**src/rtl/systolic_feeder.sv**
```systemverilog
// Edge feeder for an NxN output-stationary MAC array: skews activation/weight
// lanes, clears the array before each tile, flushes zeros after the last beat.
module systolic_feeder #(
  parameter int unsigned N  = 4,
  parameter int unsigned K  = 4,
  parameter int unsigned DW = 8
) (
  input  logic              clk_i,
  input  logic              rst_i,
  input  logic              start_i,
  input  logic              in_valid_i,
  output logic              in_ready_o,
  input  logic [N*DW-1:0]   a_vec_i,
  input  logic [N*DW-1:0]   w_vec_i,
  output logic [N*DW-1:0]   a_out_o,
  output logic [N*DW-1:0]   w_out_o,
  output logic              arr_clr_o,
  output logic              busy_o,
  output logic              done_o
);

  localparam int unsigned CW = (K > 1) ? $clog2(K) : 1;
  localparam int unsigned FW = $clog2(2 * N);
  localparam logic [CW-1:0] LAST_BEAT  = CW'(K - 1);
  localparam logic [FW-1:0] LAST_FLUSH = FW'(2 * N - 2);

  localparam logic [2:0] ST_IDLE   = 3'd0;
  localparam logic [2:0] ST_CLEAR  = 3'd1;
  localparam logic [2:0] ST_STREAM = 3'd2;
  localparam logic [2:0] ST_FLUSH  = 3'd3;
  localparam logic [2:0] ST_DONE   = 3'd4;

  logic [2:0]      state_q, state_d;
  logic [CW-1:0]   beat_cnt_q, beat_cnt_d;
  logic [FW-1:0]   flush_cnt_q, flush_cnt_d;
  logic            in_ready_q, arr_clr_q, busy_q, done_q;
  logic            accept;
  logic [N*DW-1:0] a_inj, w_inj;

  // Next-state, counters and beat acceptance
  always_comb begin
    state_d     = state_q;
    beat_cnt_d  = beat_cnt_q;
    flush_cnt_d = flush_cnt_q;
    accept      = 1'b0;
    case (state_q)
      ST_IDLE: begin
        if (start_i) state_d = ST_CLEAR;
      end
      ST_CLEAR: begin
        beat_cnt_d  = '0;
        flush_cnt_d = '0;
        state_d     = ST_STREAM;
      end
      ST_STREAM: begin
        if (in_valid_i) begin
          accept = 1'b1;
          if (beat_cnt_q == LAST_BEAT) begin
            flush_cnt_d = '0;
            state_d     = ST_FLUSH;
          end else begin
            beat_cnt_d = beat_cnt_q + CW'(1);
          end
        end
      end
      ST_FLUSH: begin
        if (flush_cnt_q == LAST_FLUSH) state_d = ST_DONE;
        else flush_cnt_d = flush_cnt_q + FW'(1);
      end
      ST_DONE: begin
        state_d = ST_IDLE;
      end
      default: begin
        state_d = ST_IDLE;
      end
    endcase
  end

  // State, counters and registered status outputs
  always_ff @(posedge clk_i) begin
    if (!rst_i) begin
      state_q     <= ST_IDLE;
      beat_cnt_q  <= '0;
      flush_cnt_q <= '0;
      in_ready_q  <= 1'b0;
      arr_clr_q   <= 1'b0;
      busy_q      <= 1'b0;
      done_q      <= 1'b0;
    end else begin
      state_q     <= state_d;
      beat_cnt_q  <= beat_cnt_d;
      flush_cnt_q <= flush_cnt_d;
      in_ready_q  <= (state_d == ST_STREAM);
      arr_clr_q   <= (state_d == ST_CLEAR);
      busy_q      <= (state_d != ST_IDLE);
      done_q      <= (state_d == ST_DONE);
    end
  end

  // Bubbles and flush cycles inject zeros into every lane
  assign a_inj = accept ? a_vec_i : '0;
  assign w_inj = accept ? w_vec_i : '0;

  for (genvar i = 0; i < N; i++) begin : g_lane
    logic [DW-1:0] a_o_q, w_o_q;

    if (i == 0) begin : g_direct
      always_ff @(posedge clk_i) begin
        if (!rst_i) begin
          a_o_q <= '0;
          w_o_q <= '0;
        end else begin
          a_o_q <= a_inj[DW-1:0];
          w_o_q <= w_inj[DW-1:0];
        end
      end
    end else begin : g_delay
      // Lane i: i-stage delay line ahead of the output register
      logic [DW-1:0] a_dl_q [i];
      logic [DW-1:0] w_dl_q [i];

      always_ff @(posedge clk_i) begin
        if (!rst_i) begin
          for (int s = 0; s < i; s++) begin
            a_dl_q[s] <= '0;
            w_dl_q[s] <= '0;
          end
          a_o_q <= '0;
          w_o_q <= '0;
        end else begin
          a_dl_q[0] <= a_inj[i*DW +: DW];
          w_dl_q[0] <= w_inj[i*DW +: DW];
          for (int s = 1; s < i; s++) begin
            a_dl_q[s] <= a_dl_q[s-1];
            w_dl_q[s] <= w_dl_q[s-1];
          end
          a_o_q <= a_dl_q[i-1];
          w_o_q <= w_dl_q[i-1];
        end
      end
    end

    assign a_out_o[i*DW +: DW] = a_o_q;
    assign w_out_o[i*DW +: DW] = w_o_q;
  end

  assign in_ready_o = in_ready_q;
  assign arr_clr_o  = arr_clr_q;
  assign busy_o     = busy_q;
  assign done_o     = done_q;

endmodule

```
**config.mk**
```make
export PLATFORM = sky130hd
export DESIGN_NAME = systolic_feeder
export DESIGN_NICKNAME = d
export VERILOG_FILES = /design/src/rtl/systolic_feeder.sv
export SDC_FILE = /design/constraint.sdc
export NUM_CORES = 1
export LEC_CHECK = 0
export CAP_MARGIN = 20
export CORE_UTILIZATION = 42
export CTS_CLUSTER_SIZE = 16
export DETAILED_ROUTE_END_ITERATION = 7
export PLACE_DENSITY = 0.84
export SETUP_SLACK_MARGIN = 0.2
export SYNTH_ARGS = -nofsm -noshare
export SYNTH_HDL_FRONTEND = slang
export SYNTH_SLANG_ARGS = --single-unit
```
**constraint.sdc**
```tcl
create_clock -name clk_i -period 1.2 [get_ports clk_i]
set_input_delay 0.3 -clock clk_i [delete_from_list [all_inputs] [get_ports clk_i]]
set_output_delay 0.3 -clock clk_i [all_outputs]
set_load 0.02 [all_outputs]
```
==> metrics.md, run 1 <==
| Metric | Value |
|---|---|
| Number of buffer cells added on primary ports | `135` |
| Worst-Skew Late Latency | `0.41 ns` |
| Layout cells sized above 1 | `0.417` |
| Root buffer cell | `sky130_fd_sc_hd__clkbuf_16` |
| Iteration-0 DRC Markers | `82` |
| I/O pin count | `136` |
| Syn Nets | `474` |
| Status | `complete, but fails checks` |
| Area of the mapped netlist | `4900 um2` |
| Number of unique standard cell types used by synthesis | `33` |
| Effective utilization at floorplan | `0.431` |
| IR drop worst, VDD | `0.00114 V` |
| Class of the most critical hold timing path | `input port to flip-flop` |
| Skew final | `0.00587 ns` |
| Post-Place Setup Slack | `-0.118 ns` |
| Power density cells | `1600 nW/um2` |
| Data required time of the critical path | `1.55 ns` |
| Placer Congestion | `0.733` |
| Critical path peak fanout | `7` |
| Vert. Die Dim | `110 um` |
| Final non-filler cell area | `7570 um2` |
| Overall fraction of global-route tracks in use | `0.168` |
| TritonCTS clock tree | `done` |
| Number of detailed-routing iterations run before antenna repair | `4` |
| Post-route worst hold slack | `0.311 ns` |
| GRT overflow | `0` |
| Estimated wirelength of the detail-placed design | `6.04 mm` |
| Post-layout worst setup margin | `-0.0687 ns` |
| Async set or reset register ratio after synthesis | `0` |
| Synthesized netlist cell count | `403` |
| Cell row count | `39` |
| Number of H-tree levels | `4` |
| # clock sinks | `172` |
| Clock input transition at the sequential cells of the worst setup and hold paths | `0.06 ns` |
| Number of warnings printed during yosys synthesis | `0` |
| Filler-free cell count of the finished design | `712` |
| Data arrival time at the worst-slack endpoint | `1.62 ns` |
| Period Utilization, post-route | `1.06` |
| Layout area overhead | `54.5%` |
| Achievable frequency | `788 MHz` |
| Number of maximum-capacitance violations | `0` |
| Share of synthesized area occupied by flip-flops and latches | `0.703` |
| Die width | `110 um` |
| Min Clock Period, post-route | `1.27 ns` |
| Nets@finish | `approximately 630` |
| Maximum clock path buffer count | `2` |
| Placed cell areas | `6550 um2` |
| Primary FF master, synth | `sky130_fd_sc_hd__dfxtp_1` |
| Failing checks | `setup timing` |
| Antenna viol nets, final | `0` |
| Static leakage | `0.00334 uW` |
| EDFF count, synth | `0` |
| Area enclosed by the die boundary | `12100 um2` |
| Capturing element type of the critical path | `flip-flop` |
| Unrepaired setup endpoints after global routing | `true` |
| Initial antenna violation count | `0` |
| Critical path class | `flip-flop to flip-flop` |
| DRC Markers | `0` |
| Total core area | `about 11000 um2` |
| Worst slew slack as a fraction of its limit | `0.762` |
| Number of setup violations in the final report | `between 70 and 80` |
| Total number of vias | `about 3200` |
| Total power | `12100 uW` |
| Via density | `roughly 4.5` |
| Number of fill cells in the layout | `826` |
| Largest net degree at the start of global routing | `68` |
| Final WL | `9.66 mm` |
| Transition time at the pin with the least slew margin | `0.354 ns` |
| Detailed-route wire length per cell | `13.6 um` |
| Synth Register Bits | `172` |
| Final hold violation count | `0` |
| Final Max Slew Viols | `0` |
| First-pass GRT wire length | `15.0 mm` |
| Setup crit start kind | `flip-flop` |
| Cell count after placement | `669` |
| Number of global-route vias before repair | `roughly 3200` |
| Number of antenna cells inserted | `0` |
| Syn avg cell area | `12.2 um2` |
| Total clock buffers created by CTS | `17` |
logic make-up (layout without fill, tap and decap cells):
| group | count (synthesis) | after routing | share of synthesized area |
|---|---|---|---|
| AND/OR/NAND/NOR | 183 | 183 | 0.237 |
| flip-flops | 172 | 172 | 0.703 |
| buffers and inverters | 31 | 197 | 0.0291 |
| AO/OA/AOI/OAI | 11 | 11 | 0.0174 |
| adder cells (fa/ha/maj) | 3 | 3 | 0.00767 |
| multiplexers | 2 | 2 | 0.00409 |
| XOR/XNOR | 1 | 1 | 0.00179 |
worst max-delay path: stages, from the launching register on:
cell and delay (ns):
sky130_fd_sc_hd__dfxtp_4 0.36, sky130_fd_sc_hd__and4bb_4 0.44, sky130_fd_sc_hd__buf_6 0.13, sky130_fd_sc_hd__buf_12 0.10, sky130_fd_sc_hd__and3_4 0.17
flip-flops by register name (all words and copies together) (netlist names), 2 cells and up:
name,count
g_lane.w_o_q,32
state_q,3
g_lane.a_o_q,32
flush_cnt_q,3
g_lane.g_delay.w_dl_q,48
g_lane.g_delay.a_dl_q,48
beat_cnt_q,2
path summary, 6_finish.rpt:
check                                                          startpoint                                        end  slack (ns)  depth (start not counted)
worst min-delay path                                                rst_i                       arr_clr_o$_SDFF_PN0_        0.31                          4
worst max-delay path                                state_q[0]$_SDFF_PN0_              g_lane[0].a_o_q[4]$_SDFF_PN0_       -0.07                          4
worst min register to register  g_lane[3].g_delay.a_dl_q[1][1]$_SDFF_PN0_  g_lane[3].g_delay.a_dl_q[2][1]$_SDFF_PN0_        0.43                          1
worst max register to register                      state_q[0]$_SDFF_PN0_              g_lane[0].a_o_q[4]$_SDFF_PN0_       -0.07                          4
cell usage after synthesis (2+ instances only):
library cell | count | share of area
sky130_fd_sc_hd__a21oi_1 | 4 | 0.0041
sky130_fd_sc_hd__and2_1 | 96 | 0.12
sky130_fd_sc_hd__and3_1 | 44 | 0.056
sky130_fd_sc_hd__and3_2 | 20 | 0.031
sky130_fd_sc_hd__buf_6 | 2 | 0.0046
sky130_fd_sc_hd__clkbuf_1 | 18 | 0.014
sky130_fd_sc_hd__clkbuf_2 | 5 | 0.0051
sky130_fd_sc_hd__dfxtp_1 | 172 | 0.70
sky130_fd_sc_hd__ha_1 | 3 | 0.0077
sky130_fd_sc_hd__inv_1 | 4 | 0.0031
sky130_fd_sc_hd__mux2i_1 | 2 | 0.0041
sky130_fd_sc_hd__nand2_1 | 8 | 0.0061
sky130_fd_sc_hd__nand3_1 | 2 | 0.0020
sky130_fd_sc_hd__nor2_1 | 3 | 0.0023
sky130_fd_sc_hd__o32ai_1 | 2 | 0.0036
final cells by class:
type	count	area, um2	share of cell area
Inverter	4	15.0	0.00198
Sequential cell	172	3540	0.468
Clock inverter	14	191	0.0253
Clock buffer	18	439	0.0580
Multi-Input combinational cell	200	1460	0.193
Tap cell	143	179	0.0236
Timing Repair Buffer	161	1740	0.231
where the power goes:
part           leakage (uW)  total [uW]  switching [uW]  internal [uW]
registers           0.00142        5810            29.1           5780
logic               0.00161         619             239            380
clock network      0.000299        5710            2170           3540
through the flow:
stage / setup TNS [ns] / util
after global routing: -6.11 / 0.665
after detailed placement: -1.11 / 0.576
after CTS: -1.68 / 0.657
final: -2.40 / 0.665
after global placement: -0.0826 / 0.576
after floorplan: 0 / -
timing repair:
action | 4_1_cts | 5_1_grt
pin swaps | 9 | 7
setup buffers | 4 | 4
hold buffers | 0 | 0
gates resized for setup | 488 | 10
cloned | 2 | 1
setup endpoints to repair | 141 | 144
layout by cell type (no fill, tap or decap), types with 2 or more instances in the layout:
cell type and instances:
sky130_fd_sc_hd__dfxtp_1 99, sky130_fd_sc_hd__and2_1 96, sky130_fd_sc_hd__dfxtp_2 72, sky130_fd_sc_hd__buf_6 72, sky130_fd_sc_hd__clkdlybuf4s50_1 65, sky130_fd_sc_hd__and3_1 41, sky130_fd_sc_hd__and3_4 23, sky130_fd_sc_hd__clkbuf_16 18
sky130_fd_sc_hd__buf_4 15, sky130_fd_sc_hd__nand2_1 7, sky130_fd_sc_hd__bufinv_16 4, sky130_fd_sc_hd__clkinvlp_4 4, sky130_fd_sc_hd__buf_12 4, sky130_fd_sc_hd__inv_1 3, sky130_fd_sc_hd__nor2_1 3, sky130_fd_sc_hd__clkinv_2 3
sky130_fd_sc_hd__a21oi_2 2, sky130_fd_sc_hd__nand3_1 2, sky130_fd_sc_hd__a21oi_1 2, sky130_fd_sc_hd__mux2i_1 2, sky130_fd_sc_hd__inv_6 2, sky130_fd_sc_hd__buf_16 2, sky130_fd_sc_hd__buf_2 2
routing by layer:
layer | routed length, um | vias up | GRT usage
met5 | 0 | - | 0
li1 | - | 1614 | -
met1 | 3860 | 1465 | 0.183
met4 | 213 | 0 | 0.0714
met2 | 5140 | 91 | 0.294
met3 | 447 | 17 | 0.0617
No activity file was read; power rests on OpenSTA's default activity.
==> run 2, diff against run 1 <==
--- a/config.mk
+++ b/config.mk
@@ -6,10 +6,10 @@
 export NUM_CORES = 1
 export LEC_CHECK = 0
 export CAP_MARGIN = 20
-export CORE_UTILIZATION = 42
+export CORE_UTILIZATION = 30
 export CTS_CLUSTER_SIZE = 16
 export DETAILED_ROUTE_END_ITERATION = 7
-export PLACE_DENSITY = 0.84
+export PLACE_DENSITY = 0.66
 export SETUP_SLACK_MARGIN = 0.2
 export SYNTH_ARGS = -nofsm -noshare
 export SYNTH_HDL_FRONTEND = slang
==> run 2 against run 1 <==
The run still ends with setup timing left. Critical path depth grew 1. Core utilization shrank 18 points. Sequential power is essentially flat. Largest cell class unchanged. Final area grew 2.4%. First-iteration DRC count grew 2.4%. Combinational power grew 5.5%. Fmax shrank 4.0%. Register-to-register slack lost 0.05 ns. Via count grew 1.9%. Clock power grew 4.0%. Critical endpoint is now g_lane[1].g_delay.a_dl_q[0][0]$_SDFF_PN0_. Clock skew grew 0.0015 ns.
==> metrics.md, run 2 (synthesis gave the netlist of run 1 again) <==
| Metric | Value |
|---|---|
| Status | `complete, but fails checks` |
| Failing checks | `setup timing` |
| Iteration-0 DRC Markers | `84 (+2.4%)` |
| Achievable frequency | `756 MHz (-4.0%)` |
| Total clock buffers created by CTS | `17 (unchanged)` |
| Post-layout worst setup margin | `-0.122 ns (-0.0535 ns)` |
| Min Clock Period, post-route | `1.32 ns (+0.0535 ns)` |
| Final WL | `10.5 mm (+8.3%)` |
| TritonCTS clock tree | `done` |
| Number of H-tree levels | `4 (unchanged)` |
| Sum Neg Setup Slack | `-4.21 ns (-1.81 ns)` |
| DRC Markers | `0 (unchanged)` |
| Largest net degree at the start of global routing | `45 (-34%)` |
| Overall fraction of global-route tracks in use | `0.124 (-0.0442)` |
| Total core area | `15900 um2 (+40%)` |
| Critical path class | `flip-flop to flip-flop` |
| Number of fill cells in the layout | `1449 (+75%)` |
| Final hold violation count | `0 (unchanged)` |
| Cell row count | `46 (+18%)` |
| Die width | `130 um (+18%)` |
| Total number of vias | `3249 (+1.9%)` |
| I/O pin count | `136 (unchanged)` |
| Power density cells | `1600 nW/um2 (-0.21%)` |
| Number of maximum-capacitance violations | `0 (unchanged)` |
| Number of antenna cells inserted | `0 (unchanged)` |
| Maximum clock path buffer count | `2 (unchanged)` |
| Number of cells on the worst reg-to-reg path | `5 (+1)` |
| Placer Congestion | `0.645 (-12%)` |
| Number of buffer cells added on primary ports | `135 (unchanged)` |
| Setup slack of the most critical reg-to-reg path | `-0.12 ns (-0.05 ns)` |
| Number of setup violations in the final report | `66 (-7.0%)` |
| Data required time of the critical path | `1.56 ns (about the same)` |
| Instance count along the most critical hold path | `3 (-1)` |
| Layout cells sized above 1 | `0.415 (-0.00146)` |
| Setup crit start kind | `flip-flop` |
| Estimated wirelength of the detail-placed design | `6.43 mm (+6.5%)` |
| Unrepaired setup endpoints after global routing | `true` |
| Top flop regs | `g_lane.g_delay.a_dl_q x48, g_lane.g_delay.w_dl_q x48` |
| Post-route worst hold slack | `0.313 ns (+0.00252 ns)` |
| Top library cells by usage in the layout, fill and taps aside | `sky130_fd_sc_hd__dfxtp_1, sky130_fd_sc_hd__and2_1, sky130_fd_sc_hd__dfxtp_2` |
| Worst slew slack as a fraction of its limit | `0.770 (+0.00772)` |
| Nets@finish | `630 (+0.48%)` |
| # clock sinks | `172 (unchanged)` |
| Worst-Skew Late Latency | `0.42 ns (about the same)` |
| Transition time at the pin with the least slew margin | `0.345 ns (-0.00904 ns)` |
| End of the worst hold path | `g_lane[1].g_delay.a_dl_q[0][1]$_SDFF_PN0_` |
| Area enclosed by the die boundary | `16800 um2 (+39%)` |
| IR drop worst, VDD | `0.000911 V (-20%)` |
| Layout area overhead | `58.2%` |
| Number of detailed-routing iterations run before antenna repair | `3 (-1)` |
| Clock input transition at the sequential cells of the worst setup and hold paths | `0.06 ns (about the same)` |
| First-pass GRT wire length | `15.5 mm (+3.4%)` |
| Root buffer cell | `sky130_fd_sc_hd__clkbuf_16` |
| Static leakage | `0.00338 uW (+1.4%)` |
| Detailed-route wire length per cell | `13.3 um (-2.0%)` |
| GRT overflow | `0 (unchanged)` |
| Data arrival time at the worst-slack endpoint | `1.68 ns (+0.06 ns)` |
| Reg2Reg Launch Point | `state_q[0]$_SDFF_PN0_` |
| Number of global-route vias before repair | `3255 (+1.0%)` |
| Initial antenna violation count | `0 (unchanged)` |
| Effective utilization at floorplan | `0.308 (-0.122)` |
| Critical path peak fanout | `8 (+1)` |
| Via density | `4.13 (-7.8%)` |
| Most common cell after layout, fill and taps aside | `sky130_fd_sc_hd__dfxtp_1` |
| Capturing point of the worst reg2reg path | `g_lane[1].g_delay.a_dl_q[0][0]$_SDFF_PN0_` |
| Hold path start | `in_valid_i` |
| Final Max Slew Viols | `0 (unchanged)` |
| Vert. Die Dim | `130 um (+18%)` |
| Total power | `12400 uW (+2.1%)` |
| Capturing element type of the critical path | `flip-flop` |
| Period Utilization, post-route | `1.10 (+0.0446)` |
| Class of the most critical hold timing path | `input port to flip-flop` |
| Antenna viol nets, final | `0 (unchanged)` |
| Skew final | `0.00737 ns (+0.00150 ns)` |
run 2: cell types whose count changed in the layout (fill, tap and decap cells not counted), moves of 2 or more:
cell / change
sky130_fd_sc_hd__and3_1: +2
sky130_fd_sc_hd__and3_4: -2
sky130_fd_sc_hd__clkbuf_1: +3
sky130_fd_sc_hd__clkbuf_16: +2
sky130_fd_sc_hd__clkinv_2: -3
sky130_fd_sc_hd__clkinvlp_4: -3
sky130_fd_sc_hd__buf_8: +2
run 2: timing repair:
action	4_1_cts	5_1_grt
pin swaps	0	9
resized for setup	486	13
setup endpoints to repair	141	143
hold buffers	0	0
endpoints found under the hold margin	0	0
setup buffers	3	3
gates cloned	2	5
run 2: metrics by stage:
stage	worst slack, ns	instances	cell area [um2]	util
finish	-0.122	787	7740	0.488
global route	-0.146	787	7740	0.488
CTS	-0.0771	779	7570	0.477
detailed placement	-0.0846	743	6640	0.418
global placement	-0.0817	743	6640	0.418
floorplan	0.00842	403	5040	-
run 2: worst max-delay path by stage:
| stage | from | endpoint | slack (ns) | cells after the start |
|---|---|---|---|---|
| finish | state_q[0]$_SDFF_PN0_ | g_lane[1].g_delay.a_dl_q[0][0]$_SDFF_PN0_ | -0.12 | 5 |
| global route | beat_cnt_q[0]$_SDFFE_PN0P_ | flush_cnt_q[1]$_SDFFE_PN0P_ | -0.15 | 4 |
| CTS | beat_cnt_q[1]$_SDFFE_PN0P_ | flush_cnt_q[0]$_SDFFE_PN0P_ | -0.08 | 4 |
| detailed placement | start_i | arr_clr_o$_SDFF_PN0_ | -0.08 | 3 |
| global placement | start_i | arr_clr_o$_SDFF_PN0_ | -0.08 | 3 |
| floorplan | state_q[0]$_SDFF_PN0_ | g_lane[0].a_o_q[4]$_SDFF_PN0_ | 0.008 | 5 |
run 2: cell type report:
class / instances / area (um2) / share of cell area
timing repair buffer: 164 / 1830 / 0.236
tap: 216 / 270 / 0.0349
clock inverter: 9 / 184 / 0.0237
sequential: 172 / 3540 / 0.457
inverter: 4 / 15.0 / 0.00194
clock buffer: 22 / 464 / 0.0599
multi-input combinational: 200 / 1450 / 0.187
run 2: routing by layer:
| layer | global-route usage | vias up | routed length (um) |
|---|---|---|---|
| met5 | 0 | - | 0 |
| met1 | 0.129 | 1533 | 4250 |
| met4 | 0.0711 | 0 | 220 |
| met3 | 0.0447 | 17 | 475 |
| met2 | 0.216 | 78 | 5520 |
| li1 | - | 1621 | - |
run 2: power by group:
group          total (uW)  switching [uW]  internal, uW
Clock                5940            2130          3810
Sequential           5810            27.0          5780
Combinational         653             250           404
Total               12400            2400          9990
run 2: critical path, stage by stage, from the launching register on:
cell,delay [ns]
sky130_fd_sc_hd__dfxtp_4,0.37
sky130_fd_sc_hd__and4bb_4,0.38
sky130_fd_sc_hd__buf_12,0.14
sky130_fd_sc_hd__buf_12,0.11
sky130_fd_sc_hd__clkbuf_16,0.13
sky130_fd_sc_hd__and3_1,0.14
